## src/rtl/result_buffer_2by2_pkg.sv

```systemverilog
// Shared constants for the 2x2 result buffer: result indices, FSM states and
// the active-low 7-segment hex table.
package result_buffer_2by2_pkg;

  localparam logic [1:0] IDX_C11 = 2'd0;
  localparam logic [1:0] IDX_C21 = 2'd1;
  localparam logic [1:0] IDX_C12 = 2'd2;
  localparam logic [1:0] IDX_C22 = 2'd3;

  typedef enum logic [1:0] {
    IDLE = 2'd0,
    FILL = 2'd1,
    HOLD = 2'd2
  } state_t;

  // Segment order {g,f,e,d,c,b,a}, a lit segment is 0.
  localparam logic [6:0] SEG_HEX [16] = '{
    7'b1000000, 7'b1111001, 7'b0100100, 7'b0110000,
    7'b0011001, 7'b0010010, 7'b0000010, 7'b1111000,
    7'b0000000, 7'b0010000, 7'b0001000, 7'b0000011,
    7'b1000110, 7'b0100001, 7'b0000110, 7'b0001110
  };

  function automatic logic [6:0] hex_to_seg(input logic [3:0] nib);
    return SEG_HEX[nib];
  endfunction

endpackage

```

## src/rtl/result_buffer_2by2_seg7_hex_scan.sv

```systemverilog
// Multiplexed 4-digit hex display driver: refresh counter, digit pointer and
// registered active-low digit enables / segments.
module seg7_hex_scan
  import result_buffer_2by2_pkg::*;
#(
  parameter int unsigned REFRESH_DIV = 50000
) (
  input  logic        clk,
  input  logic        rst,
  input  logic        blank,
  input  logic [15:0] value,
  output logic [3:0]  an,
  output logic [6:0]  seg
);

  localparam int unsigned CNT_W = $clog2(REFRESH_DIV);

  logic [CNT_W-1:0] cnt;
  logic [1:0]       digit;

  always_ff @(posedge clk) begin
    if (!rst) begin
      cnt   <= '0;
      digit <= '0;
      an    <= '1;
      seg   <= '1;
    end else begin
      if (cnt == CNT_W'(REFRESH_DIV - 1)) begin
        cnt   <= '0;
        digit <= digit + 2'd1;
      end else begin
        cnt <= cnt + 1'b1;
      end
      // Scanning keeps running while blanked so the phase is undisturbed.
      an  <= blank ? 4'b1111 : ~(4'b0001 << digit);
      seg <= hex_to_seg(value[4*digit +: 4]);
    end
  end

endmodule

```

## src/rtl/result_buffer_2by2.sv

```systemverilog
// Captures the four 2x2 systolic results, serves them by read address with
// one cycle of latency, and shows the selected value on a 4-digit display.
module result_buffer_2by2
  import result_buffer_2by2_pkg::*;
#(
  parameter int unsigned DATA_W      = 16,
  parameter int unsigned REFRESH_DIV = 50000
) (
  input  logic              clk,
  input  logic              rst,
  input  logic              clear,
  input  logic              res_valid,
  input  logic [1:0]        res_idx,
  input  logic [DATA_W-1:0] res_data,
  input  logic [1:0]        buffer_read_addr_in,
  output logic [DATA_W-1:0] buffer_data_out,
  output logic              buffer_full,
  output logic              dup_err,
  output logic [3:0]        an,
  output logic [6:0]        seg
);

  state_t            state, state_nx;
  logic [DATA_W-1:0] entry [4];
  logic [3:0]        valid;

  always_comb begin
    state_nx = state;
    case (state)
      IDLE:    if (clear) state_nx = FILL;
      FILL:    if (clear) state_nx = FILL;
               else if (&valid) state_nx = HOLD;
      HOLD:    if (clear) state_nx = FILL;
      default: state_nx = IDLE;
    endcase
  end

  always_ff @(posedge clk) begin
    if (!rst) begin
      state           <= IDLE;
      valid           <= '0;
      dup_err         <= 1'b0;
      buffer_full     <= 1'b0;
      buffer_data_out <= '0;
      for (int unsigned i = 0; i < 4; i++) entry[i] <= '0;
    end else begin
      state       <= state_nx;
      buffer_full <= (state_nx == HOLD);
      // Read samples the pre-write contents, so a same-cycle write shows next cycle.
      buffer_data_out <= valid[buffer_read_addr_in] ? entry[buffer_read_addr_in] : '0;
      if (clear) begin
        valid   <= '0;
        dup_err <= 1'b0;
        for (int unsigned i = 0; i < 4; i++) entry[i] <= '0;
      end else if (state == FILL && res_valid) begin
        if (valid[res_idx]) begin
          dup_err <= 1'b1;
        end else begin
          entry[res_idx] <= res_data;
          valid[res_idx] <= 1'b1;
        end
      end
    end
  end

  seg7_hex_scan #(
    .REFRESH_DIV (REFRESH_DIV)
  ) u_scan (
    .clk   (clk),
    .rst   (rst),
    .blank (~buffer_full),
    .value (buffer_data_out[15:0]),
    .an    (an),
    .seg   (seg)
  );

endmodule

```

## config.mk

```make
export PLATFORM = sky130hd
export DESIGN_NAME = result_buffer_2by2
export DESIGN_NICKNAME = d
export VERILOG_FILES = /design/src/rtl/result_buffer_2by2_pkg.sv /design/src/rtl/result_buffer_2by2_seg7_hex_scan.sv /design/src/rtl/result_buffer_2by2.sv
export SDC_FILE = /design/constraint.sdc
export NUM_CORES = 1
export LEC_CHECK = 0
export ABC_AREA = 1
export BUFFER_PORTS_ARGS = -buffer_cell sky130_fd_sc_hd__buf_2
export CAP_MARGIN = 0
export CORE_MARGIN = 1
export CORE_UTILIZATION = 30
export CTS_BUF_LIST = sky130_fd_sc_hd__clkbuf_16
export DETAILED_ROUTE_END_ITERATION = 10
export PLACE_DENSITY = 0.49
export SLEW_MARGIN = 20
export SYNTH_ARGS = -nofsm -noshare
export SYNTH_HDL_FRONTEND = slang
export SYNTH_SLANG_ARGS = --single-unit
```

## constraint.sdc

```tcl
create_clock -name clk -period 2.85 [get_ports clk]
set_input_delay 0.285 -clock clk [delete_from_list [all_inputs] [get_ports clk]]
set_output_delay 0.285 -clock clk [all_outputs]
set_load 0.005 [all_outputs]
```

; After elaboration in Yosys (flattened, before gate mapping)
; Memory sizes are Yosys's and may differ from the RTL's. A register that Yosys moved wholly into a read port is not among the register bits.
; Cells that the tools add are included.
[totals]
regBits = 30
mem_bits_rw = 64
rom_bits = 112
out_inout_bits = 29
elab_cells = 69
memories = 2
[memory_table]
columns = memory, depth, width, rd, rd_clocked_by_memory_dff, wr, line
row1 = (name not given), 16, 7, 1, 1, 0, result_buffer_2by2_pkg.sv:25  ; return SEG_HEX[nib];
row2 = entry, 4, 16, 1, 1, 4, result_buffer_2by2.sv:24  ; logic [DATA_W-1:0] entry [4];
[classes]
addsub = 2
order_cmp = 3
eq_ne = 4
shifts = 2
muxes = 26
bitwise_logic = 9
n_reduce_logical = 14
[ops]
columns = operator, n
row1 = $mux 16, 5
row2 = $add 16x1->16 const B, 1
row3 = $eq 16x16->1 const B, 1
row4 = $reduce_or 16->1, 1
row5 = $shiftx 16x5->4, 1
row6 = $mux 1, 13
row7 = $mux 2, 4
row8 = $reduce_and 2->1, 4
row9 = $lt 2x3->1 const B, 2
row10 = $reduce_or 2->1, 3
row11 = $not 4->5, 1
row12 = $bmux 1 s2, 2
row13 = $eq 2x2->1 const B, 2
row14 = $not 4->4, 1
row15 = $or 1x1->1, 4
row16 = $or 4x4->4, 1
row17 = $pmux 2 s2, 1
row18 = $reduce_and 4->1, 1
row19 = $shl 1x2->4 const A, 1
row20 = $add 2x1->2 const B, 1
row21 = $demux 1 s2, 1
row22 = $eq 2x1->1 const B, 1
row23 = $ge 2x1->1 const B, 1
row24 = $logic_and 1x1->1, 2
row25 = 3 further kinds, 5

; Depth between registers and ports, before layout
; Gate-level depths: netlist of run 1.
[depth]
ltp_word = 9
depth_mapped = 11
ltp_nobuf = 10

; Cells and area by module
; A second synthesis of run 1 with hierarchy kept.
[hier_totals]
hier_cells = 625
hier_area_um2 = 5382.7
[by_module_without_submodules]
columns = mod, instances, cells_per_inst, area_each_um2, seq_area_each_um2
row1 = result_buffer_2by2, 1, 388, 3717.3, 2402.3
row2 = seg7_hex_scan, 1, 237, 1665.3, 580.6

; Least setup slack after synthesis of run 1
; OpenSTA, ideal clock, no wires.
[synth_timing]
path_kind = register to register
start = register state[1]
end = memory entry[0][0] (enable)
setup_ps = 372
arrival_time_ps = 1547
t_required_ps = 2478
slack_ps = 931
path_stages_with_launch = 6
cell_sequence = dfxtp_1 -> nand3b_1 -> nor2_1 -> nand4_2 -> buf_6 -> nand2_1
[synth_rtl]
columns = element, line
row1 = from (decl), result_buffer_2by2.sv:23  ; state_t state, state_nx;
row2 = from (signal assigned), result_buffer_2by2.sv:47  ; state <= state_nx;
row3 = to (decl), result_buffer_2by2.sv:24

; Worst setup path after layout of run 1
[layout_timing]
start = register u_scan.digit[0]
end = register u_scan.seg[0]
[layout_via]
elab_chain_len = 2
[layout_lines]
columns = element, line
row1 = from (decl), result_buffer_2by2_seg7_hex_scan.sv:19  ; logic [1:0] digit;
row2 = from (signal assigned), result_buffer_2by2_seg7_hex_scan.sv:30  ; digit <= digit + 2'd1;
row3 = $shiftx 16x5->4, result_buffer_2by2_seg7_hex_scan.sv:36  ; seg <= hex_to_seg(value[4*digit +: 4]);
row4 = $not 4->5 (not written as such), result_buffer_2by2_pkg.sv:25
row5 = to (decl), result_buffer_2by2_seg7_hex_scan.sv:13  ; output logic [6:0] seg
; No other way between the ends.
; A chain may end at the register's enable or synchronous reset.

==> metrics.txt, run 1 <==
die area=17400 um2; io pins=53; Synth-to-Final Area Change=19.9%; Avg WL per Cell=15.2 um; Reg2Reg Setup Slack=620 ps; GPL Wtd Cong=0.874; first-pass GRT wire length=20.7 mm; Max VDD drop=0.000444 V; antenna fix cells=0; Reg-to-Reg End=u_scan.seg[0]; min Tclk post-route=2230 ps; pin count of the biggest net entering global routing=35; pwr/cell area=661 nW/um2; PortBufs=52; syn_nets=612; yosys warns=0; final cycle utilization of the critical path=78.3%; Total GRT Usage=15.9%; R2R cell count=10; CTS resizes=0; delay of the slowest cell on the worst path=580 ps; fillers=1693; Max-Cap Viols=0; final setup TNS=0 ps; initial drt markers=293; fin. max-slew vios=0; Critical R2R Launch=u_scan.digit[0]; number of synthesized register bits=117; Vias=4055; Clock Sink Count=117; Hold Path Stages=3; H-Tree Depth=4; static leakage=2.62 nW; Max Clock Freq=448 MHz; Routed Antenna Nets=0; clk_lat worst skew=410 ps; Cells after DPL=836; std cell rows=47; outcome=finished clean; CTS tree=done; antenna violations before repair=0; Root Driver=clkbuf_16; fin cells=868; worst relative slew slack=50.9%; routed metal-1 wire length=6.04 mm; worst min path class=input pin to register; sequential-to-total area share from yosys stat=58.9%; DR WL met2=6.16 mm; via/cell ratio=4.67; CP Data Required Time=3140 ps; Synth Instances=577; fin util=36.7%; CP Cell Sequence=clkinv_1, nand2_1, nand3_1, nand2_1, inv_1, ha_1, inv_1, nand3_1, nand3_1, nand3_1; dpl ws=627 ps; Worst setup EP type=register; Max Root-Sink Buffers=2; Initial Util=30.6%; DR top layer=met4; number of buffers and inverters on the critical path=3; share of layout cells above drive strength 1=13.7%; Post-CTS Setup Repair Bufs=0; syn_area_per_cell=8.77 um2; DIE WIDTH=132 um; Min-Delay Endpoint=state[0]; CP max FO=12; residual DRC count=0; Core ar.=16500 um2; CP max-delay cell=dfxtp_1; CP dominant cell by count=nand3_1; Worst-Margin Slew=735 ps; critical path class=register to register; synthesized area=5060 um2; fin worst setup slack=618 ps; DPL Wire Length=9.41 mm; clock skew=9.75 ps; GR Overflow Total=0; CTS buffer count=17; Hold Vio Cnt, Final=0; Die Y=132 um; delay-heaviest family, CP=simple AND/OR/NAND/NOR gates; HP Start=clear; Design Area, Final=6070 um2; vias in the first global route=3895; crit path DAT=2520 ps; post-synth cell types=26; Post-Route WL=13.2 mm; clock transition at the registers of the reported paths=50 ps; # hold bufs at CTS=0; RSZ-0062 raised after global routing=no; startpoint types=register; Nets=670; Final setup viols=0; Met3 Wirelength=853 um; placed cell area=5530 um2; DRT Pass-1 Iters=5
-- cell type report --
type                            instances  area (um2)  share of cell area [%]
Multi-Input combinational cell        394        1790                    29.5
Sequential cell                       117        2980                    49.1
Clock inverter                         15         113                    1.85
Tap cell                              220         275                    4.53
Timing Repair Buffer                   58         305                    5.03
Clock buffer                           17         425                    7.01
Inverter                               47         176                    2.91
-- cell usage after synthesis --
cell type	instances	area (um2)
a21oi_1	31	155
and2_1	1	6.26
buf_2	3	15.0
buf_4	1	7.51
buf_6	4	45.0
clkbuf_1	10	37.5
clkbuf_2	1	5.00
clkinv_1	2	7.51
dfxtp_1	53	1060
edfxtp_1	64	1920
ha_1	11	138
inv_1	45	169
nand2_1	99	372
nand2_2	1	6.26
nand3_1	37	185
nand3b_1	2	15.0
nand4_1	4	25.0
nand4_2	4	50.1
nor2_1	156	586
nor2_2	1	6.26
nor3_1	4	20.0
o211ai_1	1	7.51
o21ai_0	37	185
or2_2	3	18.8
xnor2_1	1	8.76
xor2_1	1	8.76
-- worst max path at each step --
| stage | start | end | slack [ps] | depth (start not counted) |
|---|---|---|---|---|
| after detailed placement | u_scan.digit[0] | u_scan.seg[0] | 630 | 10 |
| after global routing | u_scan.digit[0] | u_scan.seg[0] | 370 | 10 |
| final | u_scan.digit[0] | u_scan.seg[0] | 620 | 10 |
| after CTS | u_scan.digit[0] | u_scan.seg[0] | 600 | 10 |
| after floorplan | state[1] | entry[0][0] | 930 | 5 |
| after global placement | u_scan.digit[0] | u_scan.seg[3] | 690 | 10 |
-- routing by layer --
| layer | track usage, % | vias up |
|---|---|---|
| li1 | - | 2007 |
| met1 | 20.9 | 1890 |
| met2 | 25.6 | 144 |
| met3 | 4.15 | 14 |
| met4 | 4.97 | 0 |
| met5 | 0 | - |
-- state kept, by name, summed over array words and instances, names as in the netlist --
signal,count
u_scan.seg,7
buffer_full,1
valid,4
u_scan.digit,2
entry,64
buffer_data_out,16
state,2
u_scan.cnt,16
dup_err,1
u_scan.an,4
-- per-stage QoR --
| step | hold slack, ps | power (mW) |
|---|---|---|
| final | 165 | 4.01 |
| after global routing | 151 | 4.16 |
| after CTS | 142 | 4.05 |
| after detailed placement | 436 | 2.11 |
| after global placement | 429 | 2.11 |
| after floorplan | 418 | 2.01 |
-- logic make-up (layout without fill, tap and decap cells) --
logic type / count (synthesis) / count (layout) / share of synthesized area, %
AO/OA/AOI/OAI: 69 / 69 / 6.87
flip-flops: 117 / 117 / 58.9
XOR/XNOR: 2 / 2 / 0.346
AND/OR/NAND/NOR: 312 / 312 / 25.5
adder cells (fa/ha/maj): 11 / 11 / 2.72
buffers and inverters: 66 / 137 / 5.66
-- where the power goes --
part | switching [mW] | leakage, nW | internal, mW
logic | 0.156 | 1.19 | 0.0609
clock network | 0.690 | 0.291 | 1.24
registers | 0.0212 | 1.14 | 1.84
-- cells in the final DEF (no fill, tap or decap) --
cell type and instances:
o211ai_1 1, clkinv_2 3, clkinv_1 5, nand2_1 99, nand4_1 4, clkbuf_16 17, dfxtp_1 53, or2_2 3
and2_1 1, edfxtp_1 64, nor2_2 1, nor2_1 156, nand3_1 37, xnor2_1 1, ha_1 11, bufinv_16 2
nand2_2 1, nor3_1 4, buf_4 6, a21oi_1 31, inv_1 52, xor2_1 1, buf_2 52, o21ai_0 37
nand3b_1 2, nand4_2 4
-- tightest hold or removal path, stage by stage --
cell and delay, ps:
buf_2 100, inv_1 70, a21oi_1 70
(Power assumes the default switching activity.)
==> run 2: changes to the inputs <==
==> constraint.sdc (replaced) <==
create_clock -name clk -period 2.2 [get_ports clk]
set_input_delay 0.22 -clock clk [delete_from_list [all_inputs] [get_ports clk]]
set_output_delay 0.22 -clock clk [all_outputs]
set_load 0.005 [all_outputs]
==> run 2 against run 1 <==
Fmax grew 26%. Critical path depth is the same. Final area grew 2.1%. Global-route usage shrank 2.2 points. Wire length shrank 15%. Clock skew shrank 2.3 ps. Core utilization grew 0.76 points. Clock power grew 47%. Sequential cell count is the same. Largest cell class unchanged.
==> metrics.txt, run 2 (same netlist as run 1, synthesis figures left out) <==
Design Area, Final=6200 um2; crit path DAT=2080 ps; DPL Wire Length=8.43 mm; Max VDD drop=0.000547 V; CTS resizes=0; Worst-Margin Slew=521 ps; GPL Wtd Cong=0.802; fin util=37.5%; vias in the first global route=3715; # hold bufs at CTS=0; Root Driver=clkbuf_16; Final setup viols=0; DIE WIDTH=132 um; CP Cell Sequence=clkinv_1, nand2_1, nand3_1, nand2_1, inv_1, ha_1, inv_1, nand3_1, nand3_1, nand3_1; clock skew=7.41 ps; H-Tree Depth=4; Max-Cap Viols=0; CP dominant cell by count=nand3_1; static leakage=2.66 nW; Hold WS=98.8 ps; CP max-delay cell=dfxtp_1; Clock Sink Count=117; PortBufs=52; HP Start=clear; Routed Antenna Nets=0; clk_lat worst skew=420 ps; R2R cell count=10; Min-Delay Endpoint=state[0]; delay of the slowest cell on the worst path=330 ps; delay-heaviest family, CP=simple AND/OR/NAND/NOR gates; Die Y=132 um; Largest Register=entry; pwr/cell area=890 nW/um2; Reg2Reg Setup Slack=420 ps; std cell rows=47; critical path class=register to register; residual DRC count=0; via/cell ratio=4.45; pin count of the biggest net entering global routing=33; Critical R2R Launch=u_scan.digit[0]; number of buffers and inverters on the critical path=3; DRT Pass-1 Iters=6; Synth-to-Final Area Change=22.4%; die area=17400 um2; Worst setup EP type=register; antenna fix cells=0; min Tclk post-route=1780 ps; CTS buffer count=17; final setup TNS=0 ps; startpoint types=register; initial drt markers=278; CP Data Required Time=2500 ps; Total GRT Usage=13.8%; outcome=finished clean; max reg flops=64; most frequent cells in the layout=nor2_1, nand2_1, edfxtp_1; io pins=53; worst min path class=input pin to register; Top Registers=entry (64), buffer_data_out (16), u_scan.cnt (16); clock transition at the registers of the reported paths=60 ps; CP max FO=11; CTS tree=done; antenna violations before repair=0; first-pass GRT wire length=18.7 mm; Total Power=5.52 mW; Post-Route WL=11.3 mm; RSZ-0062 raised after global routing=no; commonest non-fill, non-tap cell in the layout=nor2_1; Core ar.=16500 um2; Max Clock Freq=562 MHz; Hold Vio Cnt, Final=0; Vias=3888; worst relative slew slack=65.2%; placed cell area=5590 um2; fin. max-slew vios=0; Reg-to-Reg End=u_scan.seg[0]; Avg WL per Cell=12.9 um; Nets=677; Max Root-Sink Buffers=2; GR Overflow Total=0; Post-CTS Setup Repair Bufs=0; share of layout cells above drive strength 1=15.9%; Initial Util=30.6%; Hold Path Stages=3; final cycle utilization of the critical path=80.8%
==> run 2: power by group <==
| group | leakage (nW) | internal (mW) | total (mW) | switching, mW |
|---|---|---|---|---|
| combinational | 1.22 | 0.0861 | 0.264 | 0.178 |
| sequential | 1.14 | 2.38 | 2.41 | 0.0276 |
| clock | 0.292 | 1.88 | 2.84 | 0.968 |
| total | 2.66 | 4.34 | 5.52 | 1.17 |
==> run 2: per-stage QoR <==
step                worst slack (ps)  instances
floorplan                        281        577
global placement                 512        843
detailed placement               427        843
CTS                              415        874
global route                     199        874
finish                           422        874
==> run 2: cell type report <==
type	instances	area, um2
tap	220	275
multi-input combinational	394	1790
clock buffer	17	425
timing repair buffer	65	358
fill	1686	10300
sequential	117	2980
inverter	47	176
clock inverter	14	186
==> run 2: worst max path at each step <==
stage | from | end | slack [ps] | depth (start not counted)
after global placement | u_scan.cnt[0] | u_scan.cnt[11] | 510 | 9
after CTS | u_scan.digit[0] | u_scan.seg[0] | 420 | 10
after detailed placement | u_scan.digit[0] | u_scan.seg[0] | 430 | 10
after global routing | u_scan.digit[0] | u_scan.seg[0] | 200 | 10
final | u_scan.digit[0] | u_scan.seg[0] | 420 | 10
after floorplan | state[1] | entry[0][0] | 280 | 5
==> run 2: layer usage <==
layer	GRT usage [%]	share of wire (%)	vias to the layer above
met5	0	0	-
met4	7.04	2.2	0
met3	3.84	4.4	22
met2	19.8	42	96
met1	18.8	51	1755
li1	-	-	2015
==> run 2: worst register-to-register path: stages, from the launching register on <==
cell and delay, ps:
dfxtp_1 330, clkinv_1 250, nand2_1 140, nand3_1 70, nand2_1 180, inv_1 110
ha_1 240, inv_1 80, nand3_1 100, nand3_1 100, nand3_1 70
==> run 3: changes to the inputs <==
--- a/config.mk
+++ b/config.mk
@@ -12,7 +12,7 @@
 export CORE_UTILIZATION = 30
 export CTS_BUF_LIST = sky130_fd_sc_hd__clkbuf_16
 export DETAILED_ROUTE_END_ITERATION = 10
-export PLACE_DENSITY = 0.49
+export PLACE_DENSITY = 0.51
 export SLEW_MARGIN = 20
 export SYNTH_ARGS = -nofsm -noshare
 export SYNTH_HDL_FRONTEND = slang
==> constraint.sdc (replaced) <==
create_clock -name clk -period 1.47 [get_ports clk]
set_input_delay 0.147 -clock clk [delete_from_list [all_inputs] [get_ports clk]]
set_output_delay 0.147 -clock clk [all_outputs]
set_load 0.005 [all_outputs]
==> run 3 against run 2 <==
Non-clock buffer count up 29. Combinational power rose by 79%. Largest power group unchanged. Sequential power is 49% higher. Via count increased by 6.4%. Largest cell class unchanged. Global-route usage is 1.4 points higher. First-iteration DRC count is 9.0% lower. Final cell count increased by 3.5%. Wire length grew 13%. Hold slack worse by 74 ps. Clock skew barely moved. Critical endpoint is now entry[1][13]. Register-to-register slack got worse by 420 ps.
==> metrics.txt, run 3 (same netlist as run 1, synthesis figures left out) <==
Max-Cap Viols=0; share of layout cells above drive strength 1=23.9%; startpoint types=register; pin count of the biggest net entering global routing=33; Top Registers=entry (64), buffer_data_out (16), u_scan.cnt (16); Hold Vio Cnt, Final=0; RSZ-0062 raised after global routing=yes; antenna fix cells=0; fillers=1642; Core ar.=16500 um2; outcome=finished clean; Routed Antenna Nets=0; Initial Util=30.6%; Worst setup EP type=register; max reg flops=64; Worst-Margin Slew=292 ps; fin cells=905; std cell rows=47; CP max-delay cell=dfxtp_1; CTS buffer count=17; delay-heaviest family, CP=flip-flops; Max Clock Freq=681 MHz; DRT Pass-1 Iters=6; min Tclk post-route=1470 ps; clock skew=7.79 ps; Max VDD drop=0.000781 V; Root Driver=clkbuf_16; clk_lat worst skew=420 ps; vias in the first global route=4046; Max Root-Sink Buffers=2; PortBufs=52; Synth-to-Final Area Change=31.5%; Cells after DPL=869; number of buffers and inverters on the critical path=1; pwr/cell area=1230 nW/um2; via/cell ratio=4.57; final setup TNS=0 ps; clock transition at the registers of the reported paths=50 ps; initial drt markers=253; Die Y=132 um; die area=17400 um2; residual DRC count=0; crit path DAT=1630 ps; DIE WIDTH=132 um; Nets=707; Vias=4137; delay of the slowest cell on the worst path=380 ps; H-Tree Depth=4; Total GRT Usage=15.2%; GR Overflow Total=0; Final setup viols=0; CTS tree=done; Avg WL per Cell=14.1 um; DPL Wire Length=8.50 mm; io pins=53; fin. max-slew vios=0; Largest Register=entry; CP Data Required Time=1630 ps; Clock Sink Count=117; first-pass GRT wire length=20.2 mm; commonest non-fill, non-tap cell in the layout=nor2_1; final cycle utilization of the critical path=99.8%; worst min path class=input pin to register; Post-Route WL=12.8 mm; most frequent cells in the layout=nor2_1, nand2_1, edfxtp_1; critical path class=register to register; worst relative slew slack=80.5%; CP Cell Sequence=nand2_1, a21oi_2, nor2_4, nand4_2, buf_6, nor2_1; CP max FO=17; antenna violations before repair=0; static leakage=2.87 nW; GPL Wtd Cong=0.813
## run 3: through the flow
stage / setup slack [ps] / instance area [um2] / hold slack, ps / util (%) / power, mW
6_report: 2.40 / 6660 / 24.7 / 40.3 / 8.21
3_5_place_dp: -42.1 / 5860 / 444 / 35.5 / 4.12
3_3_place_gp: -21.8 / 5860 / 432 / 35.5 / 4.11
4_1_cts: -16.7 / 6470 / 15.8 / 39.2 / 8.25
2_1_floorplan: -49.5 / 5120 / 319 / - / 3.91
5_1_grt: -81.1 / 6660 / 40.2 / 40.3 / 8.46
## run 3: layout make-up
type | count | area, um2 | area share [%]
clock buffer | 18 | 450 | 6.77
timing repair buffer | 94 | 641 | 9.62
tap | 220 | 275 | 4.13
sequential | 117 | 2990 | 45.0
inverter | 47 | 181 | 2.73
multi-input combinational | 395 | 1980 | 29.7
clock inverter | 14 | 141 | 2.12
## run 3: repair_timing
item	in CTS	in global routing
hold buffers	0	0
gates cloned	1	1
gates resized for setup	4	36
buffers inserted	0	2
endpoints found under the setup margin	60	156
pin swaps	1	6
## run 3: layer usage
metal  part of all wire, %  global-route usage [%]
met1                    45                    18.5
met2                    49                    25.1
met5                     0                       0
met3                   4.7                    3.69
met4                   1.9                    7.56
## run 3: worst reg2reg max path, delay by kind of cell (launching register included)
family / cells / cell delay [ps]
AO/OA/AOI/OAI: 1 / 220
buffers and inverters: 1 / 230
flip-flops: 1 / 380
AND/OR/NAND/NOR: 4 / 390
## run 3: worst paths after layout
| check | from | end | slack, ps | cells after the start |
|---|---|---|---|---|
| max | valid[1] | entry[1][13] | 2 | 6 |
| min | clear | state[0] | 20 | 3 |
| max reg2reg | valid[1] | entry[1][13] | 2 | 6 |
| min reg2reg | dup_err | dup_err | 460 | 2 |
## run 3: power by group
part           internal [mW]  switching [mW]  leakage, nW
clock network           2.71            1.42        0.303
registers               3.56          0.0428         1.15
logic                  0.178           0.294         1.42
